$ cat src/rtl/risc_sequencer_pkg.sv
// Shared definitions for the RISC control sequencer: state encoding,
// special opcodes and the bit that selects accumulator vs. store class.
package risc_sequencer_pkg;

    // Control FSM states. The encoding is fixed so a debug probe or an
    // external checker can decode the state bus directly.
    typedef enum logic [2:0] {
        ST_IDLE   = 3'd0,
        ST_FETCH  = 3'd1,
        ST_DECODE = 3'd2,
        ST_EXEC   = 3'd3,
        ST_WB     = 3'd4,
        ST_WAIT   = 3'd5,
        ST_HALTED = 3'd6,
        ST_ERROR  = 3'd7
    } seq_state_t;

    // Opcodes that the decoder handles itself instead of sending to the ALU.
    localparam logic [3:0] OP_HALT = 4'hF;
    localparam logic [3:0] OP_JUMP = 4'hE;

    // opcode[OP_CLASS_BIT] = 0 selects the accumulator class (0-7).
    // opcode[OP_CLASS_BIT] = 1 selects the store class (8-D).
    localparam int OP_CLASS_BIT = 3;

    // True for the states in which an instruction is in flight.
    function automatic logic is_busy_state(input seq_state_t s);
        return (s inside {ST_FETCH, ST_DECODE, ST_EXEC, ST_WB, ST_WAIT});
    endfunction

endpackage

$ cat src/rtl/seq_timeout_counter.sv
// Watchdog for the RAM write. It clears while load is high and counts
// while count_en is high. expired is high during the TIMEOUT-th
// consecutive enabled cycle, which is the last cycle in which ram_done
// may still arrive and be treated as a success. TIMEOUT must be >= 1.
module seq_timeout_counter #(
    parameter int TIMEOUT = 15
) (
    input  logic clk,
    input  logic rst,
    input  logic load,
    input  logic count_en,
    output logic expired
);

    localparam int              CNT_W = (TIMEOUT > 1) ? $clog2(TIMEOUT) : 1;
    localparam logic [CNT_W-1:0] LAST = CNT_W'(TIMEOUT - 1);

    logic [CNT_W-1:0] count;

    // Count enabled cycles. The count parks at LAST so it never wraps
    // back to zero.
    always_ff @(posedge clk) begin
        if (rst || load) begin
            count <= '0;
        end else if (count_en && (count != LAST)) begin
            count <= count + CNT_W'(1);
        end
    end

    assign expired = count_en && (count == LAST);

endmodule

$ cat src/rtl/risc_sequencer.sv
// Control sequencer for a small accumulator RISC.
// Flow: FETCH -> DECODE -> EXEC -> WB, then back to FETCH for accumulator
// ops. Store ops go through WAIT until the RAM reports completion.
// Every output is a flop loaded from the next-state decode, so each
// strobe is visible during the cycle spent in the state that owns it.
// No output depends combinationally on any input.
module risc_sequencer
    import risc_sequencer_pkg::*;
#(
    parameter int ADDR_W  = 16,
    parameter int TIMEOUT = 15
) (
    input  logic              clk,
    input  logic              rst,
    input  logic              start,
    input  logic              stop,
    input  logic [3:0]        opcode,
    input  logic              ram_done,
    output logic              fetch,
    output logic              jump,
    output logic              ldacc,
    output logic              wre,
    output logic [ADDR_W-1:0] wr_addr,
    output logic              busy,
    output logic              halted,
    output logic              error,
    output logic [15:0]       retired,
    output seq_state_t        state_dbg
);

    seq_state_t state;
    seq_state_t state_next;

    // Next-cycle values of the registered strobes, plus counter bumps.
    logic fetch_d;
    logic jump_d;
    logic ldacc_d;
    logic wre_d;
    logic addr_inc;
    logic ret_inc;

    // Class bit captured in DECODE so that EXEC/WB do not depend on the
    // instruction register staying stable.
    logic op_store_q;

    // A stop seen during WAIT is deferred until the write resolves.
    logic stop_pend;

    logic tmo_expired;

    seq_timeout_counter #(
        .TIMEOUT (TIMEOUT)
    ) u_timeout (
        .clk      (clk),
        .rst      (rst),
        .load     (state != ST_WAIT),
        .count_en (state == ST_WAIT),
        .expired  (tmo_expired)
    );

    // State register.
    always_ff @(posedge clk) begin
        if (rst) begin
            state <= ST_IDLE;
        end else begin
            state <= state_next;
        end
    end

    // Next-state and next-output decode. stop outranks everything in the
    // pipeline states. In WAIT, completion outranks the timeout, and the
    // timeout outranks a pending stop.
    always_comb begin
        state_next = state;
        fetch_d    = 1'b0;
        jump_d     = 1'b0;
        ldacc_d    = 1'b0;
        wre_d      = 1'b0;
        addr_inc   = 1'b0;
        ret_inc    = 1'b0;
        case (state)
            ST_IDLE: begin
                if (start && !stop) begin
                    state_next = ST_FETCH;
                    fetch_d    = 1'b1;
                end
            end
            ST_FETCH: begin
                state_next = stop ? ST_IDLE : ST_DECODE;
            end
            ST_DECODE: begin
                if (stop) begin
                    state_next = ST_IDLE;
                end else if (opcode == OP_HALT) begin
                    state_next = ST_HALTED;
                end else if (opcode == OP_JUMP) begin
                    state_next = ST_FETCH;
                    jump_d     = 1'b1;
                    fetch_d    = 1'b1;
                    ret_inc    = 1'b1;
                end else begin
                    state_next = ST_EXEC;
                end
            end
            ST_EXEC: begin
                if (stop) begin
                    state_next = ST_IDLE;
                end else begin
                    state_next = ST_WB;
                    ldacc_d    = !op_store_q;
                    wre_d      = op_store_q;
                end
            end
            ST_WB: begin
                if (stop) begin
                    state_next = ST_IDLE;
                end else if (!op_store_q) begin
                    state_next = ST_FETCH;
                    fetch_d    = 1'b1;
                    ret_inc    = 1'b1;
                end else begin
                    state_next = ST_WAIT;
                    wre_d      = 1'b1;
                end
            end
            ST_WAIT: begin
                if (ram_done) begin
                    addr_inc = 1'b1;
                    ret_inc  = 1'b1;
                    if (stop_pend || stop) begin
                        state_next = ST_IDLE;
                    end else begin
                        state_next = ST_FETCH;
                        fetch_d    = 1'b1;
                    end
                end else if (tmo_expired) begin
                    state_next = ST_ERROR;
                end else begin
                    wre_d = 1'b1;
                end
            end
            ST_HALTED: begin
                if (start && !stop) begin
                    state_next = ST_FETCH;
                    fetch_d    = 1'b1;
                end
            end
            ST_ERROR: begin
                state_next = ST_ERROR;
            end
            default: begin
                state_next = ST_IDLE;
            end
        endcase
    end

    // Registered Moore outputs, loaded from the decode of the next state.
    always_ff @(posedge clk) begin
        if (rst) begin
            fetch  <= 1'b0;
            jump   <= 1'b0;
            ldacc  <= 1'b0;
            wre    <= 1'b0;
            busy   <= 1'b0;
            halted <= 1'b0;
            error  <= 1'b0;
        end else begin
            fetch  <= fetch_d;
            jump   <= jump_d;
            ldacc  <= ldacc_d;
            wre    <= wre_d;
            busy   <= is_busy_state(state_next);
            halted <= (state_next == ST_HALTED);
            error  <= (state_next == ST_ERROR);
        end
    end

    // Write address (wraps naturally) and retired count (saturates).
    always_ff @(posedge clk) begin
        if (rst) begin
            wr_addr <= '0;
            retired <= '0;
        end else begin
            if (addr_inc) begin
                wr_addr <= wr_addr + ADDR_W'(1);
            end
            if (ret_inc && (retired != 16'hFFFF)) begin
                retired <= retired + 16'd1;
            end
        end
    end

    // Capture the instruction class while the opcode is being decoded.
    always_ff @(posedge clk) begin
        if (rst) begin
            op_store_q <= 1'b0;
        end else if (state == ST_DECODE) begin
            op_store_q <= opcode[OP_CLASS_BIT];
        end
    end

    // Remember a stop that arrives mid-write. The flag only lives while
    // the FSM stays in WAIT.
    always_ff @(posedge clk) begin
        if (rst) begin
            stop_pend <= 1'b0;
        end else if ((state == ST_WAIT) && (state_next == ST_WAIT)) begin
            stop_pend <= stop_pend || stop;
        end else begin
            stop_pend <= 1'b0;
        end
    end

    assign state_dbg = state;

endmodule

$ cat config.mk
export PLATFORM = sky130hd
export DESIGN_NAME = risc_sequencer
export DESIGN_NICKNAME = d
export VERILOG_FILES = /design/src/rtl/risc_sequencer_pkg.sv /design/src/rtl/seq_timeout_counter.sv /design/src/rtl/risc_sequencer.sv
export SDC_FILE = /design/constraint.sdc
export NUM_CORES = 1
export LEC_CHECK = 0
export CAP_MARGIN = 20
export CORE_ASPECT_RATIO = 0.9
export CORE_MARGIN = 5
export CORE_UTILIZATION = 54
export CTS_CLUSTER_DIAMETER = 60
export DETAILED_ROUTE_END_ITERATION = 12
export GPL_TIMING_DRIVEN = 0
export PLACE_DENSITY = 0.91
export SETUP_SLACK_MARGIN = 0.15
export SYNTH_ARGS = -nofsm -noshare
export SYNTH_HDL_FRONTEND = slang
export SYNTH_SLANG_ARGS = --single-unit
$ cat constraint.sdc
create_clock -name clk -period 5.4 [get_ports clk]
set_input_delay 1.08 -clock clk [delete_from_list [all_inputs] [get_ports clk]]
set_output_delay 1.08 -clock clk [all_outputs]
set_load 0.01 [all_outputs]
; After elaboration in Yosys (flattened, before gate mapping)
; Cells that the tools add are included.
[totals]
regBits = 48
in_bits = 9
word_cells = 84
[op_classes]
n_addsub = 3
n_eq_ne = 20
mux = 30
n_bitwise = 3
reduce_logical = 15
[ops]
columns = operator, n
row1 = $add A16 B1 Y16 const B, 2
row2 = $eq A3 B3 Y1 const B, 8
row3 = $mux W3, 8
row4 = $pmux W3 S7, 1
row5 = $mux W1, 16
row6 = $ne A16 B16 Y1 const B, 1
row7 = $eq A3 B2 Y1 const B, 4
row8 = $eq A4 B4 Y1 const B, 3
row9 = $eq A3 B1 Y1 const B, 2
row10 = $pmux W1 S3, 2
row11 = $reduce_or A2 Y1, 3
row12 = $logic_and A1 B1 Y1, 5
row13 = $reduce_bool A5 Y1, 1
row14 = $add A4 B1 Y4 const B, 1
row15 = $mux W2, 2
row16 = $ne A4 B4 Y1 const B, 1
row17 = $pmux W1 S4, 1
row18 = $logic_not A3 Y1, 1
row19 = $ne A3 B3 Y1 const B, 1
row20 = $not A1 Y1, 3
row21 = $reduce_or A3 Y1, 1
row22 = $logic_not A1 Y1, 2
row23 = $logic_or A1 B1 Y1, 2

; Logic depth before layout (Yosys ltp)
[depth]
ltp_word = 9
mapped_depth = 7

; By module
; From an unflattened synthesis, not the netlist that was laid out.
[hier_totals]
cells_unflattened = 281
hier_area_um2 = 2379.8
[modules_own_cells]
columns = mod, n_inst, cells_each, area_per_inst_um2, seq_area_each_um2
row1 = risc_sequencer, 1, 258, 2163.3, 880.8
row2 = seq_timeout_counter, 1, 23, 216.5, 80.1

; Least setup slack after synthesis
; Ideal clock, no wire load.
[synth_path]
path_type = input to register
startpoint = in stop
endpoint = reg retired[14]
setup_ns = 0.071
arrival_time_ns = 2.684
setup_slack_ns = 2.645
cell_stages = 6
path_buffers = 2
path_cell_list = buf_2 or4_4 buf_6 a211o_1 or3_1 a21oi_1
[synth_between]
elab_chain_cells = 3
[synth_rtl]
columns = item, line_no
row1 = start: declaration, risc_sequencer.sv:16  ; input logic stop,
row2 = $mux W1 (on tied branches), "risc_sequencer.sv:115, risc_sequencer.sv:92"
row3 = $pmux W1 S3 *, risc_sequencer.sv:81  ; case (state)
row4 = $logic_and A1 B1 Y1 *, risc_sequencer.sv:187  ; if (ret_inc && (retired != 16'hFFFF)) begin
row5 = end signal: assignment, risc_sequencer.sv:188  ; retired <= retired + 16'd1;
row6 = end: declaration, risc_sequencer.sv:27  ; output logic [15:0] retired,
; Mark *: on every way between the ends. The rest lies on a longest branch, timed or not.
; A chain may end at the register's enable or synchronous reset.

; Worst setup path in the final report
[layout_path]
startpoint = in opcode[3]
endpoint = reg retired[14]
[layout_between]
elab_chain_cells = 6
[layout_rtl]
columns = item, line_no
row1 = start: declaration, risc_sequencer.sv:17  ; input logic [3:0] opcode,
row2 = $eq A4 B4 Y1, risc_sequencer.sv:96  ; end else if (opcode == OP_JUMP) begin
row3 = $mux W1, risc_sequencer.sv:96
row4 = $mux W1 *, risc_sequencer.sv:94  ; end else if (opcode == OP_HALT) begin
row5 = $mux W1 *, risc_sequencer.sv:92  ; if (stop) begin
row6 = $pmux W1 S3 *, risc_sequencer.sv:81
row7 = $logic_and A1 B1 Y1 *, risc_sequencer.sv:187
; Marks and branches as above.

==> metrics.csv <==
stage,metric,value,unit
floorplanning,rows,22,
place,dp.cells,366,
floorplanning,die_w,78.7,µm
yosys,seq_area_frac_synth,41.9,%
clocking,post-cts-setup-buffer-count,0,
yosys,ys_ff_latch,48,
pwr,ir_drop,0.294,mV
clocking,cts-hold-fix-buffers,0,
setup_path,crit_path_top_delay_cell,clkdlybuf4s50_1,
routing,routed_via_density,5.79,
setup_path,crit_family,simple AND/OR/NAND/NOR gates,
yosys,syn-num-nets,282,
floorplanning,die_area,5650,µm²
setup_path,crit_chain,"clkdlybuf4s50_1, nand4b_1, or4_4, buf_6, a211o_1, or3_1, a21oi_1",
layout,num-nets-final,338,
floorplanning,fp.dieH,71.8,µm
timing,finalHoldViolCount,0,
yosys,yosysMostFrequentCell,dfxtp_1,
timing,whs,0.491,ns
worst_hold_path,holdCritStartpoint,stop_pend,
routing,wire_per_inst,14.6,µm
clocking,clock_sinks,48,
grt,grt_max_degree,14,
place,dp_hpwl,4000,µm
grt,grt_overflow,0,
layout,insertedDiodeCount,0,
timing,worst_pin_slew,0.645,ns
setup_path,setup.worst_path.class,primary input to register,
routing,routed_wl,5470,µm
grt,grt_pass1_vias,2083,
clocking,cts_tree,yes,
yosys,synthTopCellsByCount,"dfxtp_1, nor2_1, xnor2_1",
setup_path,critPathLaunchType,primary input,
pwr,pwr_density_cell,206,nW/µm²
setup_path,end_kind,register,
clocking,cts_buffers,5,
yosys,syn_inst,269,
layout,stdcell_count,374,
timing,setup_viol,0,
layout,syn2layout_area_growth,27.9,%
clocking,htree_num_levels,2,
layout,postLayoutCellArea,2930,µm²
run_status,status,"finished, final reports clean",
routing,postRouteAntennaNets,0,
grt,grt_usage,20.5,%
routing,first_iter_violations,102,
yosys,avgSynthCellArea,8.53,µm²
timing,slew_violations,0,
clocking,path_clk_slew,0.08,ns
worst_hold_path,worstHoldPathType,register to register,
yosys,synth_top_area_cell,dfxtp_1,
run,maxCapViolations,0,
place,port_buffers,49,
routing,drcViolationCount,0,
yosys,synth-main-ff-cell,dfxtp_1,
grt,grt_antenna_before_repair,0,
routing,drtPass1Iterations,4,
yosys,synth_top_area_share,41.9,%
place,placed_area,2840,µm²
timing,post-route-min-period,3.06,ns
clocking,ctsLongestPathBuffers,2,
floorplanning,core,4100,µm²
layout,nFillCells,340,
setup_path,r2r-start,state_dbg[0],
pwr,p_leak,0.942,nW
timing,rsz0062_at_grt,no,
setup_path,crit_fanout,10,
setup_path,crit_buf_inv,2,
floorplanning,initial_utilization,55.9,%
setup_path,critical_path_required,5.63,ns
timing,layout_worst_path_cycle_share,56.6,%
routing,vias,2166,
place,post-place-ws,2.06,ns
timing,skew,0.00679,ns
yosys,ys_warn_count,0,
clocking,clock_latency,0.30,ns
yosys,synth-edff-count,0,
clocking,cts-resized-gates,0,
yosys,synth-async-reset-ratio,0,%
timing,relSlewSlack,57.0,%
layout,drive_above_1_share,3.99,%
grt,grt_pass1_wl,9380,µm
yosys,synth_area,2290,µm²
floorplanning,boundaryPins,51,
timing,finalWorstSetupSlack,2.34,ns
setup_path,startpoint,opcode[3],
timing,max_clock_freq,327,MHz
yosys,synth_area_leaders,"dfxtp_1, xnor2_1, nor2_1, nand3_1, nand4_1",
timing,fin_setup_tns,0,ns
setup_path,worstPathArrival,3.28,ns
clocking,cts_root_buf,clkbuf_8,
setup_path,cpPeakStageDelay,0.50,ns
place,gp_congestion,0.959,
yosys,synth_cell_types,50,
## where the power goes
part | internal, W | total [W] | switching [W]
clock network | 0.000105 | 0.000219 | 0.000114
registers | 0.000355 | 0.000357 | 0.00000160
logic | 0.0000127 | 0.0000299 | 0.0000172
## registers in the layout (all words and copies together), names as in the netlist, 3 cells and up
name,flops
wr_addr,16
u_timeout.count,4
retired,16
state_dbg,3
## worst min-delay path, cell delays in order, from the launching register on
cell	delay, ns
dfxtp_1	0.32
nor2_1	0.08
nor4b_1	0.05
## area by class of cell
type | instances | area (µm²) | share of cell area (%)
multi-input cells | 200 | 1240 | 42.4
well taps | 48 | 60.1 | 2.05
flip-flops and latches | 48 | 961 | 32.8
plain buffers | 10 | 46.3 | 1.58
clock buffers | 8 | 90.1 | 3.07
repair buffers | 49 | 490 | 16.7
inverters | 11 | 41.3 | 1.41
## final timing paths
kind	to	slack (ns)	cells past startpoint
max	retired[14]	2.34	7
min reg2reg	stop_pend	0.49	2
min	stop_pend	0.49	2
max reg2reg	busy	3.23	6
## cell families after synthesis
family	after synthesis	synth area share, %
AOI/OAI and AO/OA	46	13.7
and+or+nand+nor	125	28.6
xor gates and xnor gates	23	8.78
buffers and inverters	21	3.82
muxes	2	0.927
DFF	48	41.9
adders and majority gates	4	2.18
## per-layer routing
metal  wire length (µm)  track usage (%)  up-vias  part of all wire, %
met5                  0                0        -                    0
met4                 32             5.24        0                 0.59
met3                401             7.41        5                  7.3
met2               2680             34.3       67                   49
met1               2350             25.0     1023                   43
li1                   -                -     1071                    -
## layout by cell type, fill, tap and decap left out, types with 4 or more instances in the layout
master	instances
clkdlybuf4s50_1	49
xnor2_1	18
xor2_1	5
nor3_1	6
or3_1	10
nand2_1	15
a21oi_1	14
inv_1	10
clkbuf_1	10
ha_1	4
o21ai_0	6
nand4_1	12
clkbuf_8	6
dfxtp_1	48
nand3_1	16
nor2_1	38
## per-stage QoR
step	util, %	total power (W)
5_1_grt	71.5	0.000633
3_5_place_dp	69.3	0.000395
6_report	71.5	0.000605
3_3_place_gp	69.3	0.000394
2_1_floorplan	-	0.000380
4_1_cts	71.5	0.000608
Note: power is estimated with default switching activity, not from simulation.
